**config.mk**
```make
export PLATFORM = sky130hd
export DESIGN_NAME = saldo_wallet
export DESIGN_NICKNAME = d
export VERILOG_FILES = /design/src/rtl/food_pkg.sv /design/src/rtl/edge_sync.sv /design/src/rtl/saldo_wallet.sv
export SDC_FILE = /design/constraint.sdc
export NUM_CORES = 1
export LEC_CHECK = 0
export BUFFER_PORTS_ARGS = -buffer_cell sky130_fd_sc_hd__buf_4
export CAP_MARGIN = 15
export CORE_MARGIN = 8
export CORE_UTILIZATION = 55
export DETAILED_ROUTE_END_ITERATION = 8
export PLACE_DENSITY_LB_ADDON = 0.25
export SLEW_MARGIN = 20
export SYNTH_ARGS = -nofsm -noshare
export SYNTH_HDL_FRONTEND = slang
export SYNTH_SLANG_ARGS = --single-unit
```
**constraint.sdc**
```tcl
create_clock -name clock -period 7.6 [get_ports clock]
set_input_delay 1.14 -clock clock [delete_from_list [all_inputs] [get_ports clock]]
set_output_delay 1.14 -clock clock [all_outputs]
set_load 0.02 [all_outputs]
```
**src/rtl/food_pkg.sv**
```systemverilog
// rtl/food_pkg.sv - shared state encoding, coin values and item prices for the food machine
package food_pkg;

    typedef enum logic [1:0] {
        S_IDLE   = 2'd0,
        S_VEND   = 2'd1,
        S_CHANGE = 2'd2
    } state_t;

    localparam int MOEDA5  = 5;
    localparam int MOEDA10 = 10;
    localparam int MOEDA25 = 25;

    localparam int PRECO_PIZZA   = 45;
    localparam int PRECO_BURGUER = 40;
    localparam int PRECO_TORTA   = 30;
    localparam int PRECO_SODA    = 25;

endpackage

```
**src/rtl/edge_sync.sv**
```systemverilog
// rtl/edge_sync.sv - two-flop synchronizer followed by a rising-edge pulse
module edge_sync (
    input  logic clock,
    input  logic reset,
    input  logic din,
    output logic pulse
);

    logic s1;
    logic s2;
    logic s3;

    // s1/s2 resolve metastability, s3 remembers the previous synchronized level
    always_ff @(posedge clock or negedge reset) begin
        if (!reset) begin
            s1 <= 1'b0;
            s2 <= 1'b0;
            s3 <= 1'b0;
        end else begin
            s1 <= din;
            s2 <= s1;
            s3 <= s2;
        end
    end

    assign pulse = s2 & ~s3;

endmodule

```
**src/rtl/saldo_wallet.sv**
```systemverilog
// rtl/saldo_wallet.sv - credit keeper: coin intake, purchase debit, vend timing, change payout
module saldo_wallet
    import food_pkg::*;
#(
    parameter int W           = 6,
    parameter int SALDO_MAX   = 63,
    parameter int VEND_CYCLES = 8,
    parameter int CHANGE_UNIT = 5,
    parameter int CHANGE_GAP  = 4
) (
    input  logic         clock,
    input  logic         reset,
    input  logic         moeda5,
    input  logic         moeda10,
    input  logic         moeda25,
    input  logic         cancela,
    input  logic         pizza,
    input  logic         burguer,
    input  logic         torta,
    input  logic         soda,
    input  logic [W-1:0] gastoIn,
    output logic [W-1:0] saldoOut,
    output logic         vendendo,
    output logic         troco_pulse,
    output logic [W-1:0] troco_valor,
    output logic [W-1:0] troco_total,
    output logic         erro
);

    logic e5, e10, e25, ecan, eitem;
    logic item_any;

    assign item_any = pizza | burguer | torta | soda;

    edge_sync u_sync_m5  (.clock(clock), .reset(reset), .din(moeda5),   .pulse(e5));
    edge_sync u_sync_m10 (.clock(clock), .reset(reset), .din(moeda10),  .pulse(e10));
    edge_sync u_sync_m25 (.clock(clock), .reset(reset), .din(moeda25),  .pulse(e25));
    edge_sync u_sync_can (.clock(clock), .reset(reset), .din(cancela),  .pulse(ecan));
    edge_sync u_sync_itm (.clock(clock), .reset(reset), .din(item_any), .pulse(eitem));

    state_t       state;
    logic [W-1:0] saldo;
    logic         pending;
    logic [7:0]   vend_cnt;
    logic [7:0]   gap_cnt;

    logic [W:0]   coin_sum;
    logic [W:0]   sum_raw;
    logic [W:0]   sum_ok;
    logic         over;
    logic         coin_any;
    logic         buy_ok;
    logic         buy_bad;
    logic [W-1:0] pay;

    assign saldoOut = saldo;

    // Credit arithmetic is one bit wider than the balance so the limit check sees the true sum
    always_comb begin
        coin_sum = '0;
        if (e5)  coin_sum = coin_sum + (W+1)'(MOEDA5);
        if (e10) coin_sum = coin_sum + (W+1)'(MOEDA10);
        if (e25) coin_sum = coin_sum + (W+1)'(MOEDA25);
        coin_any = e5 | e10 | e25;
        sum_raw  = {1'b0, saldo} + coin_sum;
        over     = sum_raw > (W+1)'(SALDO_MAX);
        sum_ok   = over ? {1'b0, saldo} : sum_raw;
        buy_ok   = eitem && (gastoIn != '0) && ({1'b0, gastoIn} <= sum_ok);
        buy_bad  = eitem && !buy_ok;
        pay      = (saldo < W'(CHANGE_UNIT)) ? saldo : W'(CHANGE_UNIT);
    end

    // Main controller: balance register, vend timer, change payout, registered strobes
    always_ff @(posedge clock or negedge reset) begin
        if (!reset) begin
            state       <= S_IDLE;
            saldo       <= '0;
            pending     <= 1'b0;
            vend_cnt    <= '0;
            gap_cnt     <= '0;
            vendendo    <= 1'b0;
            troco_pulse <= 1'b0;
            troco_valor <= '0;
            troco_total <= '0;
            erro        <= 1'b0;
        end else begin
            erro        <= 1'b0;
            troco_pulse <= 1'b0;
            troco_valor <= '0;
            unique case (state)
                S_IDLE: begin
                    if (buy_ok) begin
                        // purchase beats a simultaneous cancel; the cancel waits for vend end
                        saldo    <= W'(sum_ok - {1'b0, gastoIn});
                        erro     <= over;
                        state    <= S_VEND;
                        vendendo <= 1'b1;
                        vend_cnt <= 8'(VEND_CYCLES - 1);
                        if (ecan) pending <= 1'b1;
                    end else begin
                        saldo <= W'(sum_ok);
                        erro  <= over | buy_bad;
                        if (ecan && (sum_ok != '0)) begin
                            state       <= S_CHANGE;
                            gap_cnt     <= 8'(CHANGE_GAP - 1);
                            troco_total <= '0;
                        end
                    end
                end
                S_VEND: begin
                    erro <= coin_any;
                    if (ecan) pending <= 1'b1;
                    if (vend_cnt == '0) begin
                        vendendo <= 1'b0;
                        pending  <= 1'b0;
                        if ((pending || ecan) && (saldo != '0)) begin
                            state       <= S_CHANGE;
                            gap_cnt     <= 8'(CHANGE_GAP - 1);
                            troco_total <= '0;
                        end else begin
                            state <= S_IDLE;
                        end
                    end else begin
                        vend_cnt <= vend_cnt - 8'd1;
                    end
                end
                S_CHANGE: begin
                    erro <= coin_any;
                    if (gap_cnt == '0) begin
                        troco_pulse <= 1'b1;
                        troco_valor <= pay;
                        saldo       <= saldo - pay;
                        troco_total <= troco_total + pay;
                        gap_cnt     <= 8'(CHANGE_GAP - 1);
                        if (saldo == pay) state <= S_IDLE;
                    end else begin
                        gap_cnt <= gap_cnt - 8'd1;
                    end
                end
                default: state <= S_IDLE;
            endcase
        end
    end

endmodule
```
==> reports/results.ini <==
[run_status]
status = completed

[floorplan]
die_y_um = 97.64
rows = 29
die_area_um2 = 9534
start_util_pct = 57.41
io_pins = 37
core_um2 = 6386
die_w_um = 97.64

[clocking]
cts-root-buf = clkbuf_8
post_cts_buffers = 0
cts.sinks = 55
cts_tree = built
cts-resized-gates = 0
clk_pin_slew_ns = 0.10
cts_buffers = 5
clkLatencyLatePin_ns = 0.31
cts_max_level = 2
ctsHoldBuffers = 0
cts_buffer_depth = 2

[setup_path]
reg2reg_from = u_sync_m10.s2
crit_path_end_kind = register
cp-start-kind = register
critPathKind = register to register
crit_fanout = 11
crit_arrival_ns = 5.76
cp_data_required_time_ns = 7.80
reg2regPathDepth = 20
r2r_slack_ns = 2.05
timing.rr.end = gap_cnt[2]

[sta]
final_hold_viol_count = 0
fmax_mhz = 180.0
fin_skew_ns = 0.01003
slew_viol_final = 0
fin_ws_ns = 2.046
setup_violations = 0
slew_headroom_pct = 47.47
setup_tns_ns = 0
rsz0062_at_grt = false
fin_crit_sh_pct = 73.08
worst_pin_slew_ns = 0.7832
period_minus_slack_ns = 5.554

[hold_path]
whs_endpoint = u_sync_can.s2
hp-start = u_sync_can.s1
holdPathStages = 0
hold_path_class = register to register

[synthesis]
yosysTopAreaCellShare_pct = 37.54
syn_area_um2 = 3666
ys_seq_elements = 55
syn_avg_cell_area_um2 = 9.352
synth_edf_count = 0
synth_cell_types = 65
synthArstFlopShare_pct = 100.0
netlist.top_cell.by_area = dfrtp_1
yosysWarningCount = 0
yosysSeqAreaShare_pct = 37.54
synth_area_leaders = dfrtp_1 (38%), ha_1 (10%), nor2_1 (3.4%)
ys_top_cells_by_count = dfrtp_1 (55), nor2_1 (33), ha_1 (30), nand2_1 (30), inv_1 (27)
synth.most_common_cell = dfrtp_1
synthCells = 392
synth-main-ff-cell = dfrtp_1

[drt]
dr.pass1.iters = 5
route.met3.wl_um = 442
vias_per_cell = 6.022
route.met2.wl_um = 4096
wl_per_cell_um = 16.78
route.vias.total = 3059
drt_iter0_markers = 231
drc = 0
finalWirelength_um = 8525
top_layer_used = met4
met1Wirelength_um = 3846
antenna_left = 0

[global_routing]
grt.total_usage_pct = 17.80
gr-total-overflow = 0
grt_max_degree = 56
grt_pass1_vias = 3024
antenna_found_initial = 0
grt_pass1_wl_um = 14370

[final_layout]
nNetsFinal = 479
num-fill-cells = 536
post_layout_nonfiller_instances = 508
antenna-diode-count = 0
syn_to_final_growth_pct = 11.71
final_util_pct = 64.13
layout-drive-gt1-share_pct = 14.85
final_area_um2 = 4095

[pwr]
p_leak_uw = 0.001924
cellPowerDensity_nw_per_um2 = 140.3
peakVddDrop_v = 0.00009572

[placement]
pre_cts_slack_ns = 2.150
io_buffer_count = 36
dp_cells = 500
dp_hpwl_um = 6377
dpl-instance-area_um2 = 4008
gp_congestion = 0.9668

[flow_run]
maxCapViolCount = 0

final cells by class:
cell class	count	area (µm²)	area share (%)
tap	77	96.34	2.353
sequential	55	1376	33.61
inverter	27	101.3	2.475
clock buffer	5	68.82	1.680
timing repair buffer	37	277.8	6.783
clock inverter	3	18.77	0.4583
multi-input combinational	304	2156	52.64
where the power goes:
part | switching, µW | internal (µW)
logic | 67.3 | 44.7
registers | 1.47 | 297
clock network | 98.6 | 65.2
total | 167 | 407
kinds of logic (layout without fill, tap and decap cells):
family	count (synthesis)	count (layout)	share of synthesized area [%]
simple gates	134	134	18.33
compound gates	110	110	22.53
flops	55	55	37.54
buf+inv	37	72	4.061
fa+ha+maj	33	33	11.88
xor+xnor	16	16	3.822
mux	6	6	1.741
other cells	1	5	0.1023
registers in the layout, summed over array words and instances, names as in the netlist, 2 cells and up:
name         count
troco_total      6
gap_cnt          8
saldoOut         6
vend_cnt         8
troco_valor      6
state            2
per-layer routing:
layer,vias to the layer above,track usage (%)
met3,12,3.129
met1,1471,22.39
met2,94,29.75
li1,1482,-
met5,-,0
met4,0,6.177
critical path, cell delays in order, from the launching register on:
cell and delay (ns):
dfrtp_1 0.36, nor2b_1 0.21, inv_1 0.12, ha_1 0.29, nor2_1 0.11, a21o_1 0.14
inv_1 0.06, fa_1 0.41, nand2b_1 0.25, a21o_1 0.22, o21ai_1 0.54, o21ai_0 0.36
ha_1 0.42, and4_1 0.22, o21ai_0 0.11, nand3b_2 0.14, a31o_4 0.24, o31ai_4 0.44
o31a_1 0.45, nor2_1 0.12, a22o_1 0.24
cell usage in the layout (no fill, tap or decap), types with 2 or more instances in the layout:
master    instances
nand2b_1          7
buf_4            37
dfrtp_1          55
o211a_1           2
xor2_1            4
conb_1            5
a22oi_1           2
o31ai_2           2
o22ai_1           2
ha_1             30
and3_1            5
or4_1             4
nor3b_1           2
clkbuf_8          5
o21a_1            2
nor4_1            3
clkinv_2          2
nor2_2            2
o31a_1            2
a22o_1            4
mux2i_1           3
fa_1              3
o21ai_1          10
nor3_1           12
a21o_1           10
a21oi_1          22
a211oi_2          2
nand4_1           4
a31oi_1           3
a31oi_2           2
o31ai_1           2
mux2_2            2
o211ai_1          5
nor2_1           33
nand2_1          30
xnor2_1          12
o21ai_0          23
inv_1            27
nor2b_1           9
nand3_1          15
how the worst max path moves through the flow:
stage                        startpoint    endpoint  slack, ns  depth (start not counted)
final                     u_sync_m10.s2  gap_cnt[2]       2.05                         20
after global routing      u_sync_m10.s2  gap_cnt[3]       1.65                         20
after CTS                 u_sync_m10.s2  gap_cnt[3]       2.11                         20
after detailed placement  u_sync_m10.s2  gap_cnt[3]       2.15                         20
after global placement    u_sync_m10.s3  gap_cnt[3]       2.31                         20
after floorplan           u_sync_m10.s3  gap_cnt[2]       3.00                         23
metrics by stage:
step	total power (µW)	hold WS, ns
floorplan	383.8	0.3312
global placement	412.2	0.3322
detailed placement	414.8	0.3364
CTS	578.7	0.3603
global route	602.0	0.3718
finish	574.6	0.3558
Note: power is estimated with default switching activity, not from simulation.
